**src/rtl/fifo_pkg.sv**
```systemverilog
// Width, ratio and depth helpers shared by the asymmetric-width FIFO and its storage.
package fifo_pkg;

  localparam int FWFT_STD = 0;
  localparam int FWFT_ON  = 1;

  function automatic int unit_width(int wr_w, int rd_w);
    return (wr_w < rd_w) ? wr_w : rd_w;
  endfunction

  function automatic int ratio(int w, int unit_w);
    return w / unit_w;
  endfunction

  function automatic int read_depth(int wr_depth, int wr_w, int rd_w);
    return (wr_depth * wr_w) / rd_w;
  endfunction

  function automatic int count_width(int depth);
    return $clog2(depth) + 1;
  endfunction

endpackage

```
**src/rtl/fifo_ram.sv**
```systemverilog
// Unit-wide storage: one write port of WR_UNITS units, one read port of RD_UNITS units.
// Read is registered (1 cycle, reset to zero) or combinational in fall-through mode; no backpressure.
module fifo_ram
  import fifo_pkg::*;
#(
  parameter int UNIT_W   = 4,
  parameter int DEPTH    = 16,
  parameter int WR_UNITS = 2,
  parameter int RD_UNITS = 1,
  parameter int FWFT     = 0
) (
  input  logic                         clk,
  input  logic                         rst,
  input  logic                         we,
  input  logic [$clog2(DEPTH)-1:0]     waddr,
  input  logic [WR_UNITS*UNIT_W-1:0]   wdata,
  input  logic                         re,
  input  logic [$clog2(DEPTH)-1:0]     raddr,
  output logic [RD_UNITS*UNIT_W-1:0]   rdata
);

  localparam int AW = $clog2(DEPTH);

  logic [UNIT_W-1:0]          mem [DEPTH];
  logic [RD_UNITS*UNIT_W-1:0] rd_word;

  // Most significant slice of a write word occupies the lowest address.
  always_ff @(posedge clk) begin
    if (we) begin
      for (int i = 0; i < WR_UNITS; i++) begin
        mem[waddr + AW'(i)] <= wdata[(WR_UNITS-1-i)*UNIT_W +: UNIT_W];
      end
    end
  end

  for (genvar g = 0; g < RD_UNITS; g++) begin : g_rd
    assign rd_word[(RD_UNITS-1-g)*UNIT_W +: UNIT_W] = mem[raddr + AW'(g)];
  end

  if (FWFT == FWFT_ON) begin : g_comb_rd
    assign rdata = rd_word;
  end else begin : g_reg_rd
    logic [RD_UNITS*UNIT_W-1:0] rdata_q;
    always_ff @(posedge clk or posedge rst) begin
      if (rst) begin
        rdata_q <= '0;
      end else if (re) begin
        rdata_q <= rd_word;
      end
    end
    assign rdata = rdata_q;
  end

endmodule

```
**src/rtl/sync_width_fifo.sv**
```systemverilog
// Single-clock FIFO with differing write/read widths; occupancy kept in min-width units.
// Standard read returns data 1 cycle after rd_en, FWFT shows head combinationally; full/empty reject with overflow/underflow pulses.
module sync_width_fifo
  import fifo_pkg::*;
#(
  parameter int WRITE_WIDTH = 8,
  parameter int READ_WIDTH  = 4,
  parameter int WRITE_DEPTH = 8,
  parameter int ALMOST_WR   = 2,
  parameter int ALMOST_RD   = 1,
  parameter int FWFT        = 0
) (
  input  logic                           clk,
  input  logic                           rst,
  input  logic                           wr_en,
  input  logic [WRITE_WIDTH-1:0]         din,
  input  logic                           rd_en,
  output logic [READ_WIDTH-1:0]          dout,
  output logic                           full,
  output logic                           empty,
  output logic                           almost_full,
  output logic                           almost_empty,
  output logic                           wr_ack,
  output logic                           valid,
  output logic                           overflow,
  output logic                           underflow,
  output logic [count_width(WRITE_DEPTH)-1:0] wr_count,
  output logic [count_width(read_depth(WRITE_DEPTH, WRITE_WIDTH, READ_WIDTH))-1:0] rd_count
);

  localparam int UNIT_W   = unit_width(WRITE_WIDTH, READ_WIDTH);
  localparam int WR_UNITS = ratio(WRITE_WIDTH, UNIT_W);
  localparam int RD_UNITS = ratio(READ_WIDTH, UNIT_W);
  localparam int UNITS    = WRITE_DEPTH * WR_UNITS;
  localparam int AW       = $clog2(UNITS);
  localparam int OW       = AW + 1;
  localparam int WCW      = count_width(WRITE_DEPTH);
  localparam int RCW      = count_width(read_depth(WRITE_DEPTH, WRITE_WIDTH, READ_WIDTH));

  logic [AW-1:0] wr_ptr_q, wr_ptr_d, rd_ptr_q, rd_ptr_d;
  logic [OW-1:0] occ_q, occ_d;
  logic          wr_ack_q, overflow_q, underflow_q, valid_q;
  logic          wr_acc, rd_acc;
  logic [READ_WIDTH-1:0] ram_rdata;

  assign full   = occ_q > OW'(UNITS - WR_UNITS);
  assign empty  = occ_q < OW'(RD_UNITS);
  assign wr_acc = wr_en && !full;
  assign rd_acc = rd_en && !empty;

  // A partially drained write word still counts as occupying a write slot.
  assign wr_count     = WCW'((occ_q + OW'(WR_UNITS - 1)) / OW'(WR_UNITS));
  assign rd_count     = RCW'(occ_q / OW'(RD_UNITS));
  assign almost_full  = wr_count >= WCW'(WRITE_DEPTH - ALMOST_WR);
  assign almost_empty = rd_count <= RCW'(ALMOST_RD);

  always_comb begin
    wr_ptr_d = wr_ptr_q;
    rd_ptr_d = rd_ptr_q;
    occ_d    = occ_q;
    if (wr_acc) begin
      wr_ptr_d = wr_ptr_q + AW'(WR_UNITS);
    end
    if (rd_acc) begin
      rd_ptr_d = rd_ptr_q + AW'(RD_UNITS);
    end
    occ_d = occ_q + (wr_acc ? OW'(WR_UNITS) : '0) - (rd_acc ? OW'(RD_UNITS) : '0);
  end

  always_ff @(posedge clk or posedge rst) begin
    if (rst) begin
      wr_ptr_q    <= '0;
      rd_ptr_q    <= '0;
      occ_q       <= '0;
      wr_ack_q    <= 1'b0;
      overflow_q  <= 1'b0;
      underflow_q <= 1'b0;
      valid_q     <= 1'b0;
    end else begin
      wr_ptr_q    <= wr_ptr_d;
      rd_ptr_q    <= rd_ptr_d;
      occ_q       <= occ_d;
      wr_ack_q    <= wr_acc;
      overflow_q  <= wr_en && full;
      underflow_q <= rd_en && empty;
      valid_q     <= rd_acc;
    end
  end

  fifo_ram #(
    .UNIT_W   (UNIT_W),
    .DEPTH    (UNITS),
    .WR_UNITS (WR_UNITS),
    .RD_UNITS (RD_UNITS),
    .FWFT     (FWFT)
  ) u_ram (
    .clk   (clk),
    .rst   (rst),
    .we    (wr_acc),
    .waddr (wr_ptr_q),
    .wdata (din),
    .re    (rd_acc),
    .raddr (rd_ptr_q),
    .rdata (ram_rdata)
  );

  // Fall-through output is forced to zero while empty so reset and idle show a clean bus.
  if (FWFT == FWFT_ON) begin : g_fwft
    assign dout  = empty ? '0 : ram_rdata;
    assign valid = !empty;
  end else begin : g_std
    assign dout  = ram_rdata;
    assign valid = valid_q;
  end

  assign wr_ack    = wr_ack_q;
  assign overflow  = overflow_q;
  assign underflow = underflow_q;

endmodule

```
**config.mk**
```make
export PLATFORM = sky130hd
export DESIGN_NAME = sync_width_fifo
export DESIGN_NICKNAME = d
export VERILOG_FILES = /design/src/rtl/fifo_pkg.sv /design/src/rtl/fifo_ram.sv /design/src/rtl/sync_width_fifo.sv
export SDC_FILE = /design/constraint.sdc
export NUM_CORES = 1
export LEC_CHECK = 0
export BUFFER_PORTS_ARGS = -buffer_cell sky130_fd_sc_hd__buf_4
export CAP_MARGIN = 10
export CELL_PAD_IN_SITES_DETAIL_PLACEMENT = 1
export CELL_PAD_IN_SITES_GLOBAL_PLACEMENT = 1
export CORE_MARGIN = 1.5
export CORE_UTILIZATION = 53
export CTS_BUF_LIST = sky130_fd_sc_hd__clkbuf_8
export CTS_CLUSTER_SIZE = 28
export DETAILED_ROUTE_END_ITERATION = 10
export GPL_TIMING_DRIVEN = 0
export PLACE_DENSITY_LB_ADDON = 0.1
export SLEW_MARGIN = 25
export SYNTH_ARGS = -nofsm -noshare
export SYNTH_HDL_FRONTEND = slang
export SYNTH_SLANG_ARGS = --single-unit
```
**constraint.sdc**
```tcl
create_clock -name clk -period 3 [get_ports clk]
set_input_delay 0.3 -clock clk [delete_from_list [all_inputs] [get_ports clk]]
set_output_delay 0.3 -clock clk [all_outputs]
set_load 0.05 [all_outputs]
```
Word-level counts from Yosys, hierarchy flattened

Memories as Yosys holds them, arrays and structs flattened. A register that Yosys moved wholly into a read port is not among the register bits.
Index checks and enable logic that the tools add are counted.

Register bits after elaboration: 17
Memory bits (writable): 64
Bits of input ports: 12
Output and inout bits: 21
Memories kept: 1

Memory list:

| name      | words | bits a word | rd ports | clocked after memory_dff | wr ports | RTL line       | RTL |
|---|---|---|---|---|---|---|---|
| u_ram.mem | 16    | 4           | 1        | 1                        | 2        | fifo_ram.sv:24 | `logic [UNIT_W-1:0] mem [DEPTH];` |

$add $sub $neg: 6
Magnitude comparators: 4
Muxes and demuxes: 4
Reductions and logical operators: 6

Operator list:

| kind                  | number |
|---|---|
| $add A4 B1 Y4 const B | 2 |
| $add A5 B1 Y5 const B | 1 |
| $add A5 B2 Y5         | 1 |
| $gt A5 B4 Y1 const B  | 1 |
| $le A5 B1 Y1 const B  | 1 |
| $lt A5 B1 Y1 const B  | 1 |
| $sub A5 B1 Y5         | 1 |
| $add A4 B2 Y4 const B | 1 |
| $ge A4 B3 Y1 const B  | 1 |
| $logic_and A1 B1 Y1   | 4 |
| $mux W1               | 3 |
| $logic_not A1 Y1      | 2 |
| $mux W2               | 1 |

Depth between registers and ports, before layout

Gate-level depths: netlist of the first run.

Word-level depth: 6
Gate-level depth with buffers: 10
Depth with buffers taken out: 10

Cells and area by module

Synthesis of the first run repeated with hierarchy kept, for this count alone.

Cells, all modules: 300
Area total of the unflattened synthesis: 4571.9 µm²

Modules (own cells, without submodules):

| module          | times used | cells each | area an instance (µm²) | seq. area each (µm²) |
|---|---|---|---|---|
| fifo_ram        | 1          | 219        | 3629.7                 | 2021.9 |
| sync_width_fifo | 1          | 81         | 942.2                  | 400.4 |

Least setup slack after synthesis of the first run

No wires, ideal clock.

Path kind: reg2reg
From: register occ_q[0]
To: register overflow_q, in the netlist overflow
Setup time: 0.072 ns
Arrival time: 2.640 ns
Slack: 0.288 ns
Cell stages (with the launch flop): 6
Period minus slack after synthesis: 2.712 ns
Cell sequence: dfrtp_1 > inv_1 > ha_1 > and2_1 > o21ai_0 > and2_1

Longest elaborated chain between the ends: 2

Ends and longest elaborated chain:

| element                | RTL line              | RTL |
|---|---|---|
| start, declared        | sync_width_fifo.sv:41 | `logic [OW-1:0] occ_q, occ_d;` |
| start signal, assigned | sync_width_fifo.sv:74 | `occ_q <= '0;` |
| start signal, assigned | sync_width_fifo.sv:82 | `occ_q <= occ_d;` |
| $gt A5 B4 Y1           | sync_width_fifo.sv:46 | `assign full = occ_q > OW'(UNITS - WR_UNITS);` |
| via full               | sync_width_fifo.sv:19 | `output logic full,` |
| $logic_and A1 B1 Y1    | sync_width_fifo.sv:84 | `overflow_q <= wr_en && full;` |
| end signal, assigned   | sync_width_fifo.sv:84 |  |
| end, declared          | sync_width_fifo.sv:42 | `logic wr_ack_q, overflow_q, underflow_q, valid_q;` |

The timed path passes the listed nets, and every way through them passes these cells.
A chain may end at the register's enable or synchronous reset.

Worst setup path in the final report of the first run

From: register occ_q[0]
To: register occ_q[2]

Longest elaborated chain between the ends: 6

Ends and longest elaborated chain:

| element             | RTL line              | RTL |
|---|---|---|
| $gt A5 B4 Y1        | sync_width_fifo.sv:46 |  |
| $logic_not A1 Y1    | sync_width_fifo.sv:48 | `assign wr_acc = wr_en && !full;` |
| $logic_and A1 B1 Y1 | sync_width_fifo.sv:48 |  |
| $mux W2             | sync_width_fifo.sv:67 | `occ_d = occ_q + (wr_acc ? OW'(WR_UNITS) : '0) - (rd_acc ? OW'(RD_UNITS) : '0);` |
| $add A5 B2 Y5       | sync_width_fifo.sv:67 |  |
| $sub A5 B1 Y5 *     | sync_width_fifo.sv:67 |  |
| via occ_d[2]        | sync_width_fifo.sv:41 |  |

Mark *: on every way through the listed nets, which the timed path passes. The rest lies on a longest branch.

==> results.txt, run 1 <==
TritonCTS Buffers -> 9
worst min path class -> input pin to asynchronous set/reset pin
Least-Margin Pin Slew -> 0.950 ns
post-synthesis mux area share -> 0.136
DR iter-0 viols -> 104
ANT nets after route -> 0
crit end category -> flop
Starting Density -> 0.544
post-synthesis compound-gate area fraction -> 0.0435
status -> completed
Worst Path Arrival -> 2.82 ns
Root Buffer Master -> clkbuf_8
average wire per cell in the routed design -> 21.9 um
Final Non-Filler Cells -> 328
worst vdd ir -> 403 uV
setup violators final -> 0
Tot GR Track Use -> 0.219
Synth Register Bits -> 84
PortBufs -> 32
first-pass GRT wire length -> 11,400 um
Routed WL -> 7180 um
HPWL Detailed -> 5150 um
clk_skew -> 0.0122 ns
placed insts -> 312
H-tree levels -> 3
worst setup path start -> occ_q[0]
Clock Tree Buf Depth -> 2
Leakage -> 1.63 nW
die footprint -> 0.00740 sq mm
initial antenna violation count -> 0
Post-Syn Instances -> 199
CTS Hold Bufs -> 0
crit start category -> flop
crit path kind -> flop to flop
# diodes -> 0
syn nets -> 227
TritonCTS clock tree -> built
Min Clock Period, post-route -> 2.58 ns
Die Y -> 86.0 um
vias in the first global route -> 2,069
xor and xnor fraction of the mapped netlist area -> 0.0240
DRC violations left -> 0
RSZ-0062 raised after global routing -> false
worst path bufs/invs -> 2
IO Count -> 33
Critical Path RT -> 3.24 ns
core area -> 0.00672 sq mm
fmax -> 388 MHz
Seq/Total Area, Yosys -> 0.663
final instance area -> 0.00424 sq mm
Post-Route Setup TNS -> 0 ns
distinct cell type count after synthesis -> 39
crit-path max cell delay -> 0.51 ns
Worst-path clk slew -> 0.09 ns
CP Cell Sequence -> inv_1, ha_1, and2_1, o211ai_2, ha_1, inv_1, ha_1, fa_1
r2r startpoint -> occ_q[0]
PD cells -> 1140 mW/mm^2
final total power -> 4.83 mW
CTS sink count -> 84
simple-gate share of the synthesized area -> 0.0428
Area Overhead vs Synth -> 16.1%
final core occ -> 0.631
post-place instance area -> 0.00403 sq mm
Nets -> 271
largest net degree at the start of global routing -> 21
post-synthesis area per instance -> 18.4 sq um
TritonRoute pass-1 iters -> 4
Post-Synth Adder-Cell Area -> 0.0568
CP max stage cell -> dfrtp_1
slew margin rel. -> 0.363
vias -> 1,976
final worst-path cycle share -> 0.859
# rows -> 30
largest family of logic cells by synthesized area -> multiplexers
post-CTS setup repair buffer count -> 0
worst-path fanout max -> 8
total grt overflow -> 0
Post-CTS Resized -> 0
Post-Syn Area -> 0.00365 sq mm
final slew viol count -> 0
crit-path leading delay family -> adder cells
Final Hold Fails -> 0
vias per inst -> 6.02
share of layout cells above drive strength 1 -> 0.302
Final Wtd Congestion -> 0.786
CP most frequent cell -> ha_1
Skew-Pair Late Insertion Delay -> 0.36 ns
Yosys warnings -> 0
Die W -> 86.0 um
Max-cap violations -> 0
[cells in the final DEF (no fill, tap or decap), types with 4 or more instances in the layout]
master,netlist,final
edfxtp_1,64,64
buf_4,0,32
dfrtp_1,20,20
inv_1,14,15
ha_1,15,15
clkbuf_8,0,9
mux4_1,8,8
mux2i_1,8,8
mux4_2,8,8
xnor2_1,7,7
nor3_2,1,5
o31ai_1,4,4
nor2_1,4,4
[where the power goes]
part | switching [mW] | internal, mW | leakage, nW
registers | 0.194 | 1.48 | 0.819
clock network | 0.404 | 0.467 | 0.110
logic | 1.40 | 0.887 | 0.706
[Yosys cell counts]
cell type / count / area share
nand3_2: 1 / 0.0027
a21oi_1: 1 / 0.0014
nor3_1: 5 / 0.0068
nor3_2: 1 / 0.0027
ha_1: 15 / 0.051
mux4_1: 8 / 0.058
dfrtp_1: 20 / 0.14
or4_4: 1 / 0.0031
o2111ai_1: 2 / 0.0048
inv_1: 14 / 0.014
mux2i_1: 8 / 0.022
nor2_1: 4 / 0.0041
and2_1: 2 / 0.0034
xnor2_1: 7 / 0.017
mux4_2: 8 / 0.049
nand2b_1: 2 / 0.0034
o211ai_2: 1 / 0.0034
o21ai_0: 1 / 0.0014
o211ai_1: 2 / 0.0041
edfxtp_1: 64 / 0.53
nor4_1: 2 / 0.0034
mux2_2: 1 / 0.0031
o221ai_2: 1 / 0.0041
mux2_4: 1 / 0.0041
nand2_1: 2 / 0.0021
o31ai_1: 4 / 0.0082
a21o_1: 1 / 0.0021
fa_1: 1 / 0.0055
a31o_2: 1 / 0.0024
buf_6: 2 / 0.0062
o31a_1: 1 / 0.0024
buf_2: 2 / 0.0027
nor2b_1: 1 / 0.0017
o21bai_1: 1 / 0.0021
buf_12: 2 / 0.011
xor2_1: 3 / 0.0072
nor4b_4: 1 / 0.0065
o221ai_1: 3 / 0.0072
nand3_1: 2 / 0.0027
[per-layer routing]
layer	up-vias	track usage	share of wire	routed length [um]
met3	14	0.0472	0.043	306
met1	1036	0.287	0.42	3030
li1	873	-	-	-
met5	-	0	0	0
met4	0	0.0938	0.025	177
met2	53	0.359	0.51	3670
[cell type report]
type	instances	area, sq um
multi-input combinational	95	1130
fill	587	2480
inverter	14	52.6
clock inverter	7	91.3
timing repair buffer	33	245
buffer	6	72.6
tap	80	100
clock buffer	9	124
sequential	84	2420
[registers in the layout (all words and copies together), names as in the netlist]
| name | cells |
|---|---|
| occ_q | 5 |
| overflow | 1 |
| rd_ptr_q | 4 |
| u_ram.mem | 64 |
| u_ram.rdata | 4 |
| underflow | 1 |
| valid | 1 |
| wr_ack | 1 |
| wr_ptr_q | 3 |
[kinds of logic after synthesis]
logic type,count (synthesis)
AO/OA/AOI/OAI,19
multiplexers,26
AND/OR/NAND/NOR,24
flip-flops,84
buffers and inverters,20
adder cells (fa/ha/maj),16
XOR/XNOR,10
[final timing paths]
path                              endpoint  slack, ns  cells after the start
min in group clk           u_ram.mem[9][3]       0.17                      1
hold / removal                   underflow       0.08                      2
setup / recovery                  occ_q[2]       0.42                      8
hold reg to reg             u_ram.rdata[3]       0.54                      2
max in group asynchronous         overflow       2.43                      2
setup reg to reg                  occ_q[2]       0.42                      8
[metrics by stage]
step,hold WS [ns],setup WS (ns)
2_1_floorplan,0.264,0.288
3_3_place_gp,0.479,-0.225
3_5_place_dp,0.486,0.398
4_1_cts,0.0956,0.400
5_1_grt,0.124,0.244
6_report,0.0796,0.422
(Power assumes the default switching activity.)
==> run 2, diff against run 1 <==
--- a/config.mk
+++ b/config.mk
@@ -10,7 +10,7 @@
 export CELL_PAD_IN_SITES_DETAIL_PLACEMENT = 1
 export CELL_PAD_IN_SITES_GLOBAL_PLACEMENT = 1
 export CORE_MARGIN = 1.5
-export CORE_UTILIZATION = 53
+export CORE_UTILIZATION = 48
 export CTS_BUF_LIST = sky130_fd_sc_hd__clkbuf_8
 export CTS_CLUSTER_SIZE = 28
 export DETAILED_ROUTE_END_ITERATION = 10
==> constraint.sdc (replaced) <==
create_clock -name clk -period 2.3 [get_ports clk]
set_input_delay 0.345 -clock clk [delete_from_list [all_inputs] [get_ports clk]]
set_output_delay 0.345 -clock clk [all_outputs]
set_load 0.05 [all_outputs]
==> results.txt, run 2 (synthesized netlist as in run 1, its figures left out) <==
# diodes -> 0
setup violators final -> 0
Most flops, register -> u_ram.mem
total grt overflow -> 0
fmax -> 450 MHz
crit start category -> flop
status -> completed
CP Cell Sequence -> inv_4, ha_1, o31a_1, nor2_2, a31o_2, buf_4
worst vdd ir -> 809 uV
Worst Path Arrival -> 1.87 ns
vias -> 1,938
PD cells -> 1490 mW/mm^2
Die W -> 90.3 um
DRC violations left -> 0
first-pass GRT wire length -> 12,300 um
worst setup path start -> occ_q[3]
worst slack, placed -> -0.147 ns
Final Non-Filler Cells -> 355
DR iter-0 viols -> 129
crit path kind -> flop to primary output
Leakage -> 1.70 nW
Root Buffer Master -> clkbuf_8
Top Registers -> u_ram.mem x64, occ_q x5
# fillers -> 687
Area Overhead vs Synth -> 22.5%
PortBufs -> 32
final total power -> 6.68 mW
post-route setup slack -> 0.0802 ns
Least-Margin Pin Slew -> 0.839 ns
final worst-path cycle share -> 0.965
core area -> 0.00729 sq mm
Die Y -> 90.3 um
Min Clock Period, post-route -> 2.22 ns
vias per inst -> 5.46
CP endpoint -> almost_empty
CP max stage cell -> dfrtp_4
slew margin rel. -> 0.440
TritonCTS Buffers -> 9
IO Count -> 33
initial antenna violation count -> 0
max reg flops -> 64
clk_skew -> 0.00508 ns
CTS Hold Bufs -> 0
r2r startpoint -> occ_q[2]
final slew viol count -> 0
largest net degree at the start of global routing -> 21
Final Hold Fails -> 0
average wire per cell in the routed design -> 21.6 um
H-tree levels -> 3
placed insts -> 330
vias in the first global route -> 2,140
Post-Route Setup TNS -> 0 ns
# rows -> 31
Worst Hold Margin -> 0.152 ns
CTS sink count -> 84
Final Wtd Congestion -> 0.799
crit end category -> primary output
worst-path fanout max -> 5
share of layout cells above drive strength 1 -> 0.426
Max-cap violations -> 0
Nets -> 280
TritonCTS clock tree -> built
HPWL Detailed -> 5250 um
TritonRoute pass-1 iters -> 4
Routed WL -> 7680 um
ANT nets after route -> 0
reg2reg end -> occ_q[2]
worst min path class -> input pin to asynchronous set/reset pin
flop2flop setup slack -> 0.08 ns
Skew-Pair Late Insertion Delay -> 0.36 ns
die footprint -> 0.00815 sq mm
commonest non-fill, non-tap cell in the layout -> edfxtp_1
crit-path max cell delay -> 0.53 ns
Worst-path clk slew -> 0.09 ns
Tot GR Track Use -> 0.205
Critical Path RT -> 1.96 ns
Clock Tree Buf Depth -> 2
reg2reg path depth -> 7
Starting Density -> 0.501
RSZ-0062 raised after global routing -> true
commonest non-fill, non-tap cells in the layout -> edfxtp_1, buf_4, dfrtp_1, inv_1
run 2: what timing repair did:
item                                    CTS  global route
endpoints found under the setup margin   18            28
setup buffers                             2             8
gates resized for setup                   8             4
pin swaps                                 4             1
run 2: metrics by stage:
step | util | area (sq um)
2_1_floorplan | - | 3750
3_3_place_gp | 0.564 | 4120
3_5_place_dp | 0.567 | 4140
4_1_cts | 0.603 | 4400
5_1_grt | 0.614 | 4480
6_report | 0.614 | 4480
run 2: cell type report:
cell class / instances / area (sq um) / share of cell area
multi-input combinational: 95 / 1260 / 0.283
sequential: 84 / 2430 / 0.543
buffer: 6 / 72.6 / 0.0162
inverter: 14 / 57.6 / 0.0129
clock buffer: 9 / 124 / 0.0277
clock inverter: 6 / 87.6 / 0.0196
tap: 99 / 124 / 0.0277
timing repair buffer: 42 / 315 / 0.0704
run 2: power by group:
part           switching, mW  total (mW)  internal (mW)
logic                   1.95        3.27           1.32
clock network          0.544        1.15          0.610
registers              0.311        2.25           1.94
run 2: per-layer routing:
layer / vias to the layer above / global-route usage / wire length, um
li1: 886 / - / -
met1: 1009 / 0.276 / 3430
met2: 33 / 0.333 / 3830
met3: 10 / 0.0345 / 287
met4: 0 / 0.0873 / 134
met5: - / 0 / 0
run 2: how the worst min path moves through the flow:
stage	slack (ns)	from	endpoint	depth (start not counted)
6_report	0.15	rst	rd_ptr_q[3]	2
5_1_grt	0.22	din[4]	u_ram.mem[14][0]	1
4_1_cts	0.17	rst	rd_ptr_q[2]	2
3_5_place_dp	0.52	u_ram.rdata[3]	u_ram.rdata[3]	2
3_3_place_gp	0.50	u_ram.rdata[0]	u_ram.rdata[0]	2
2_1_floorplan	0.31	rst	occ_q[3]	1
run 2: critical path: cells and delay by family (launching register included):
| family | cells | cell delay (ns) |
|---|---|---|
| fa+ha+maj | 1 | 0.20 |
| buf+inv | 2 | 0.28 |
| simple gates | 1 | 0.07 |
| flops | 1 | 0.53 |
| compound gates | 2 | 0.44 |
